**src/rtl/fft4_ctrl.sv**
```systemverilog
// rtl/fft4_ctrl.sv - streaming frame controller wrapping a 4-point FFT pipeline
module fft4_ctrl #(
    parameter int WIDTH  = 24,
    parameter int LAT    = 3,
    parameter int BITREV = 0
) (
    input  logic             clk,
    input  logic             rst,
    input  logic             in_valid,
    output logic             in_ready,
    input  logic [WIDTH-1:0] in_data,
    output logic             out_valid,
    input  logic             out_ready,
    output logic [WIDTH-1:0] out_data,
    output logic             out_last,
    output logic             fft_stall,
    output logic [WIDTH-1:0] fft_x0,
    output logic [WIDTH-1:0] fft_x1,
    output logic [WIDTH-1:0] fft_x2,
    output logic [WIDTH-1:0] fft_x3,
    input  logic [WIDTH-1:0] fft_y0,
    input  logic [WIDTH-1:0] fft_y1,
    input  logic [WIDTH-1:0] fft_y2,
    input  logic [WIDTH-1:0] fft_y3,
    output logic             busy,
    output logic [15:0]      frame_cnt
);

    localparam int CW = (LAT > 1) ? $clog2(LAT) : 1;

    typedef enum logic [1:0] {IDLE, RUN, DONE} state_t;

    state_t          state, state_nx;
    logic [CW-1:0]   run_cnt;
    logic [WIDTH-1:0] ibuf [4];
    logic [WIDTH-1:0] obuf [4];
    logic [1:0]      wr_idx, rd_idx, rd_sel;
    logic            in_full, out_full;
    logic            accept, pop, launch, load;

    assign accept = in_valid & ~in_full;
    assign pop    = out_full & out_ready;
    // fft4 samples ibuf on the edge that ends the first RUN cycle
    assign launch = (state == RUN) && (run_cnt == '0);
    assign load   = (state == DONE) && !out_full;

    always_comb begin
        state_nx  = state;
        fft_stall = 1'b1;
        case (state)
            IDLE: if (in_full) state_nx = RUN;
            RUN: begin
                fft_stall = 1'b0;
                if (run_cnt == CW'(LAT - 1)) state_nx = DONE;
            end
            DONE: if (!out_full) state_nx = IDLE;
            default: state_nx = IDLE;
        endcase
    end

    always_ff @(posedge clk or posedge rst) begin
        if (rst) begin
            state   <= IDLE;
            run_cnt <= '0;
        end else begin
            state   <= state_nx;
            run_cnt <= (state == RUN) ? run_cnt + CW'(1) : '0;
        end
    end

    always_ff @(posedge clk or posedge rst) begin
        if (rst) begin
            for (int k = 0; k < 4; k++) ibuf[k] <= '0;
            wr_idx  <= '0;
            in_full <= 1'b0;
        end else if (launch) begin
            in_full <= 1'b0;
            wr_idx  <= '0;
        end else if (accept) begin
            ibuf[wr_idx] <= in_data;
            wr_idx       <= wr_idx + 2'd1;
            if (wr_idx == 2'd3) in_full <= 1'b1;
        end
    end

    // load and pop are exclusive: load needs out_full low, pop needs it high
    always_ff @(posedge clk or posedge rst) begin
        if (rst) begin
            for (int k = 0; k < 4; k++) obuf[k] <= '0;
            rd_idx    <= '0;
            out_full  <= 1'b0;
            frame_cnt <= '0;
        end else if (load) begin
            obuf[0]   <= fft_y0;
            obuf[1]   <= fft_y1;
            obuf[2]   <= fft_y2;
            obuf[3]   <= fft_y3;
            out_full  <= 1'b1;
            rd_idx    <= '0;
            frame_cnt <= frame_cnt + 16'd1;
        end else if (pop) begin
            rd_idx <= rd_idx + 2'd1;
            if (rd_idx == 2'd3) out_full <= 1'b0;
        end
    end

    assign rd_sel    = (BITREV != 0) ? {rd_idx[0], rd_idx[1]} : rd_idx;
    assign out_data  = obuf[rd_sel];
    assign out_valid = out_full;
    assign out_last  = out_full & (rd_idx == 2'd3);
    assign in_ready  = ~in_full;
    assign busy      = (state != IDLE) | in_full | out_full;
    assign fft_x0    = ibuf[0];
    assign fft_x1    = ibuf[1];
    assign fft_x2    = ibuf[2];
    assign fft_x3    = ibuf[3];

endmodule
```
**config.mk**
```make
export PLATFORM = sky130hd
export DESIGN_NAME = fft4_ctrl
export DESIGN_NICKNAME = d
export VERILOG_FILES = /design/src/rtl/fft4_ctrl.sv
export SDC_FILE = /design/constraint.sdc
export NUM_CORES = 1
export LEC_CHECK = 0
export ABC_AREA = 1
export CAP_MARGIN = 10
export CORE_MARGIN = 4
export CORE_UTILIZATION = 43
export DETAILED_ROUTE_END_ITERATION = 8
export PLACE_DENSITY = 0.85
export SYNTH_ARGS = -nofsm -noshare
export SYNTH_HDL_FRONTEND = slang
export SYNTH_SLANG_ARGS = --single-unit
```
**constraint.sdc**
```tcl
create_clock -name clk -period 7.01 [get_ports clk]
set_input_delay 1.0515 -clock clk [delete_from_list [all_inputs] [get_ports clk]]
set_output_delay 1.0515 -clock clk [all_outputs]
set_load 0.005 [all_outputs]
```
[Word-level counts from Yosys, hierarchy flattened]
Cells that the tools add are included.
Widths: inputs -> output; s select.
Cells by class
  add/sub/neg operators: 4
  multipliers: 0
  div/mod/pow operators: 0
  order comparisons: 3
  equality and inequality tests: 8
  shift operators: 0
  muxes and demuxes: 22
  bitwise gates (word level): 9
  reductions and logical operators: 15
Operators by type and width (number)
  $bwmux 96: 1
  $mux 24: 3
  $bmux 24 s2: 1
  $demux 24 s2: 1
  $add 16x1->16 const B: 1
  $mux 2: 8
  $reduce_bool 2->1: 5
  $eq 2x2->1 const B: 4
  $mux 1: 7
  $add 2x1->2 const B: 3
  $ge 3x3->1 const B: 2
  $ne 2x2->1 const B: 3
  $not 2->3: 2
  $pmux 2 s3: 1
  $reduce_and 2->1: 3
  $logic_not 2->1: 2
  $and 1x1->1: 3
  $logic_and 1x1->1: 3
  $lt 3x1->1 const B: 1
  $reduce_and 3->1: 1
  $eq 2x1->1 const B: 1
  $not 1->1: 2
  $or 1x1->1: 2
  $logic_not 1->1: 1
Word-level totals
  register bits: 218
  latch bits: 0
  bits in writable memories: 0
  memory bits (read-only): 0
  input port bits: 124
  memories kept: 0

[Depth between registers and ports, before layout]
  word-level depth: 6
  mapped depth: 10

[Worst setup path after synthesis]
OpenSTA, ideal clock, no wires.
  kind: register to output
  start point: register rd_idx[0]
  end point: output port out_data[10]
  arrival time: 1.028 ns
  path slack: 4.931 ns
  stages on the path, launching flop included: 5
  buffers on the path: 2
  cell sequence: dfrtp_1 > buf_2 > clkbuf_1 > nor2_1 > o22ai_1
Between the ends
  word-level cells in the longest chain between the ends: 4
RTL lines
  start: declaration: RTL line 37  | logic [1:0] wr_idx, rd_idx, rd_sel;
  start signal: assignment: RTL line 102  | rd_idx <= rd_idx + 2'd1;
  $not 2->3 (not written as such): RTL line 108  | assign out_data = obuf[rd_sel];
  $bmux 24 s2: RTL line 108
  $mux 24 (not written as such) (2 in series): RTL line 108
  end: declaration: RTL line 14  | output logic [WIDTH-1:0] out_data,
No other way between the ends. The select of a mux whose other input is x is not followed.

[Worst setup path in the final report]
  start point: register rd_idx[1]
  end point: output port out_data[19]
The elaborated chain is that of the path after synthesis.

==> results.ini <==
[status]
status=finished, final reports clean

[timing]
fin_crit_sh_pct=55.7
finalHoldViolations=0
tns_ns=0
relSlewSlack_pct=27.0
drv_slew=0
holdWs_ns=0.431
setup_viol=0
finClkSkew_ns=0.00772
rsz0062_at_grt=false
fmax_mhz=256
finalCriticalPeriod_ns=3.90
worst_pin_slew_ns=1.10

[synthesis]
synth_top_area_share_pct=60.2
yosys-top-cells-area=dfrtp_1 60%, nand2_1 18%, o21ai_0 4.3%
ys_types=26
ys_seq_area_share_pct=60.2
synthesis.area_um2=9060
synth_common_cells=430 x nand2_1, 218 x dfrtp_1, 77 x o21ai_0
synthArstFlopShare_pct=100
yosysTopAreaCell=dfrtp_1
ys.flop_type=dfrtp_1
syn_inst=1031
synth_fp_nets=1163
synth-seq-cells=218
avgSynthCellArea_um2=8.79
synth-edff-count=0
ys.warnings.count=0
yosysMostFrequentCell=nand2_1

[route]
drt_iter0_markers=480
ant_nets=0
wl_per_cell_um=16.2
wl_um=25200
vias=7879
drtPass1Iterations=5
drcViolationCount=0
via_per_inst=5.07

[critical_path]
regToRegStartpoint=out_valid$_DFFE_PP0P_
reg2regPathDepth=8
timing.rr.end=frame_cnt[13]$_DFFE_PP0P_
crit_arrival_ns=2.85
endpoint_kind=output pin
start_kind=flip-flop
critPathMaxFanout=26
cp.required_ns=5.96
worstSetupPathType=reg -> out
rrSetupSlack_ns=4.93

[min_path]
hold_class=reg -> reg
hold_start=run_cnt[0]$_DFF_PP0_
hold_path_depth=1
whs_endpoint=run_cnt[0]$_DFF_PP0_

[clock_tree]
cts_max_level=1
clkSinkCount=218
root_buffer=clkbuf_16
cts_buffer_depth=3
path_clk_slew_ns=0.06
cts-buffers-inserted=23
cts_hold_buf=0
cts_tree=built
insertion_delay_ns=0.49
cts_setup_buffers=0
post_cts_resized=0

[finish]
layout.nets=1403
fillers=1703
antenna-diode-count=0
syn_to_final_growth_pct=37.9
drive_gt1_share_pct=4.44

[placement]
io_buffers=264
hpwl_um=17100
gp_congestion=0.909

[pwr]
ir_worst_vdd_mv=0.256
p_total_mw=5.45
leakagePower_nw=5.89
p_per_area_nw_per_um2=437

[global_routing]
grtUsageTotal_pct=20.7
grt_pass1_wl_um=40300
grt_max_degree=130
antenna_found_initial=2
overflow=0
grt_pass1_vias=7711

[floorplan]
rows=52
dieArea_um2=23500
die_h_um=153
start_util_pct=44.2
ios=265
dieWidth_um=153
coreArea_um2=20500

[flow_run]
max_cap_viol_count=0

[area by class of cell]
type                            count  area (um2)  area share, %
Multi-Input combinational cell    706        3100           24.8
Timing Repair Buffer              270        2700           21.6
Tap cell                          270         338           2.70
Clock buffer                       28         624           5.00
Sequential cell                   218        5460           43.7
Inverter                           52         199           1.59
Clock inverter                      9        77.6          0.621
[metrics by stage]
step	utilization (%)	setup slack [ns]	cells	cell area (um2)
floorplan	-	3.12	1031	9060
global placement	57.5	3.68	1516	11800
detailed placement	57.5	3.69	1516	11800
CTS	61.0	3.14	1553	12500
global route	61.0	2.89	1553	12500
finish	61.0	3.11	1553	12500
[sequential cells by signal (all words and copies together) (netlist names)]
name       cells
obuf          96
fft_x0        24
fft_x1        24
fft_x2        24
fft_x3        24
frame_cnt     16
rd_idx         2
run_cnt        2
state          2
wr_idx         2
in_full        1
out_valid      1
[routing by layer]
layer / track usage (%) / vias to the layer above / share of wire (%)
met5: 0 / - / 0.13
li1: - / 3735 / -
met3: 6.25 / 53 / 9.9
met2: 33.2 / 356 / 45
met4: 6.07 / 4 / 2.7
met1: 27.5 / 3731 / 42
[worst max path at each step]
| stage | from | end | slack [ns] | cells past startpoint |
|---|---|---|---|---|
| after floorplan | rst | fft_x0[0]$_DFFE_PP0P_ | 3.12 | 1 |
| after global placement | rd_idx[1]$_DFFE_PP0P_ | out_data[21] | 3.68 | 4 |
| after detailed placement | rd_idx[1]$_DFFE_PP0P_ | out_data[16] | 3.69 | 4 |
| after CTS | rd_idx[1]$_DFFE_PP0P_ | out_data[16] | 3.14 | 4 |
| after global routing | rd_idx[1]$_DFFE_PP0P_ | out_data[16] | 2.89 | 4 |
| final | rd_idx[1]$_DFFE_PP0P_ | out_data[19] | 3.11 | 4 |
[layout by cell type, fill, tap and decap left out]
cell type	Yosys	routed
clkbuf_1	21	2
dfrtp_1	218	218
o22ai_1	25	25
clkbuf_8	0	3
xor2_1	3	3
clkbuf_16	0	23
inv_2	4	4
clkinv_2	0	6
inv_1	48	47
clkinv_4	0	2
nor2_2	3	3
clkinvlp_4	0	1
nor3_1	1	1
nand2_2	5	5
buf_12	0	1
nand3_4	0	1
nand3_1	6	6
nor2_1	58	58
clkdlybuf4s50_1	0	264
nand3b_1	2	2
nor3_4	1	1
xnor2_1	7	7
nand4_1	3	3
bufinv_16	0	1
o21ai_0	77	77
ha_1	8	8
nand2_1	430	430
buf_4	1	5
o21ai_1	74	74
or2_2	1	1
a22oi_1	1	1
[worst max-delay path, cell delays in order (launching register included)]
cell and delay [ns]:
dfrtp_1 0.66, inv_1 0.73, o21ai_0 0.21, o22ai_1 0.21, clkdlybuf4s50_1 0.54
[kinds of logic (layout without fill, tap and decap cells)]
| family | Yosys count | count (layout) | share of synthesized area, % |
|---|---|---|---|
| AOI/OAI and AO/OA | 177 | 177 | 10.1 |
| xor gates and xnor gates | 10 | 10 | 0.967 |
| adders and majority gates | 8 | 8 | 1.10 |
| buffers and inverters | 107 | 359 | 5.69 |
| DFF | 218 | 218 | 60.2 |
| and+or+nand+nor | 511 | 511 | 21.9 |
[where the power goes]
group | internal, mW | switching (mW)
logic | 1.13 | 0.993
registers | 1.82 | 0.368
clock network | 0.666 | 0.480
No activity file was read; power rests on OpenSTA's default activity.
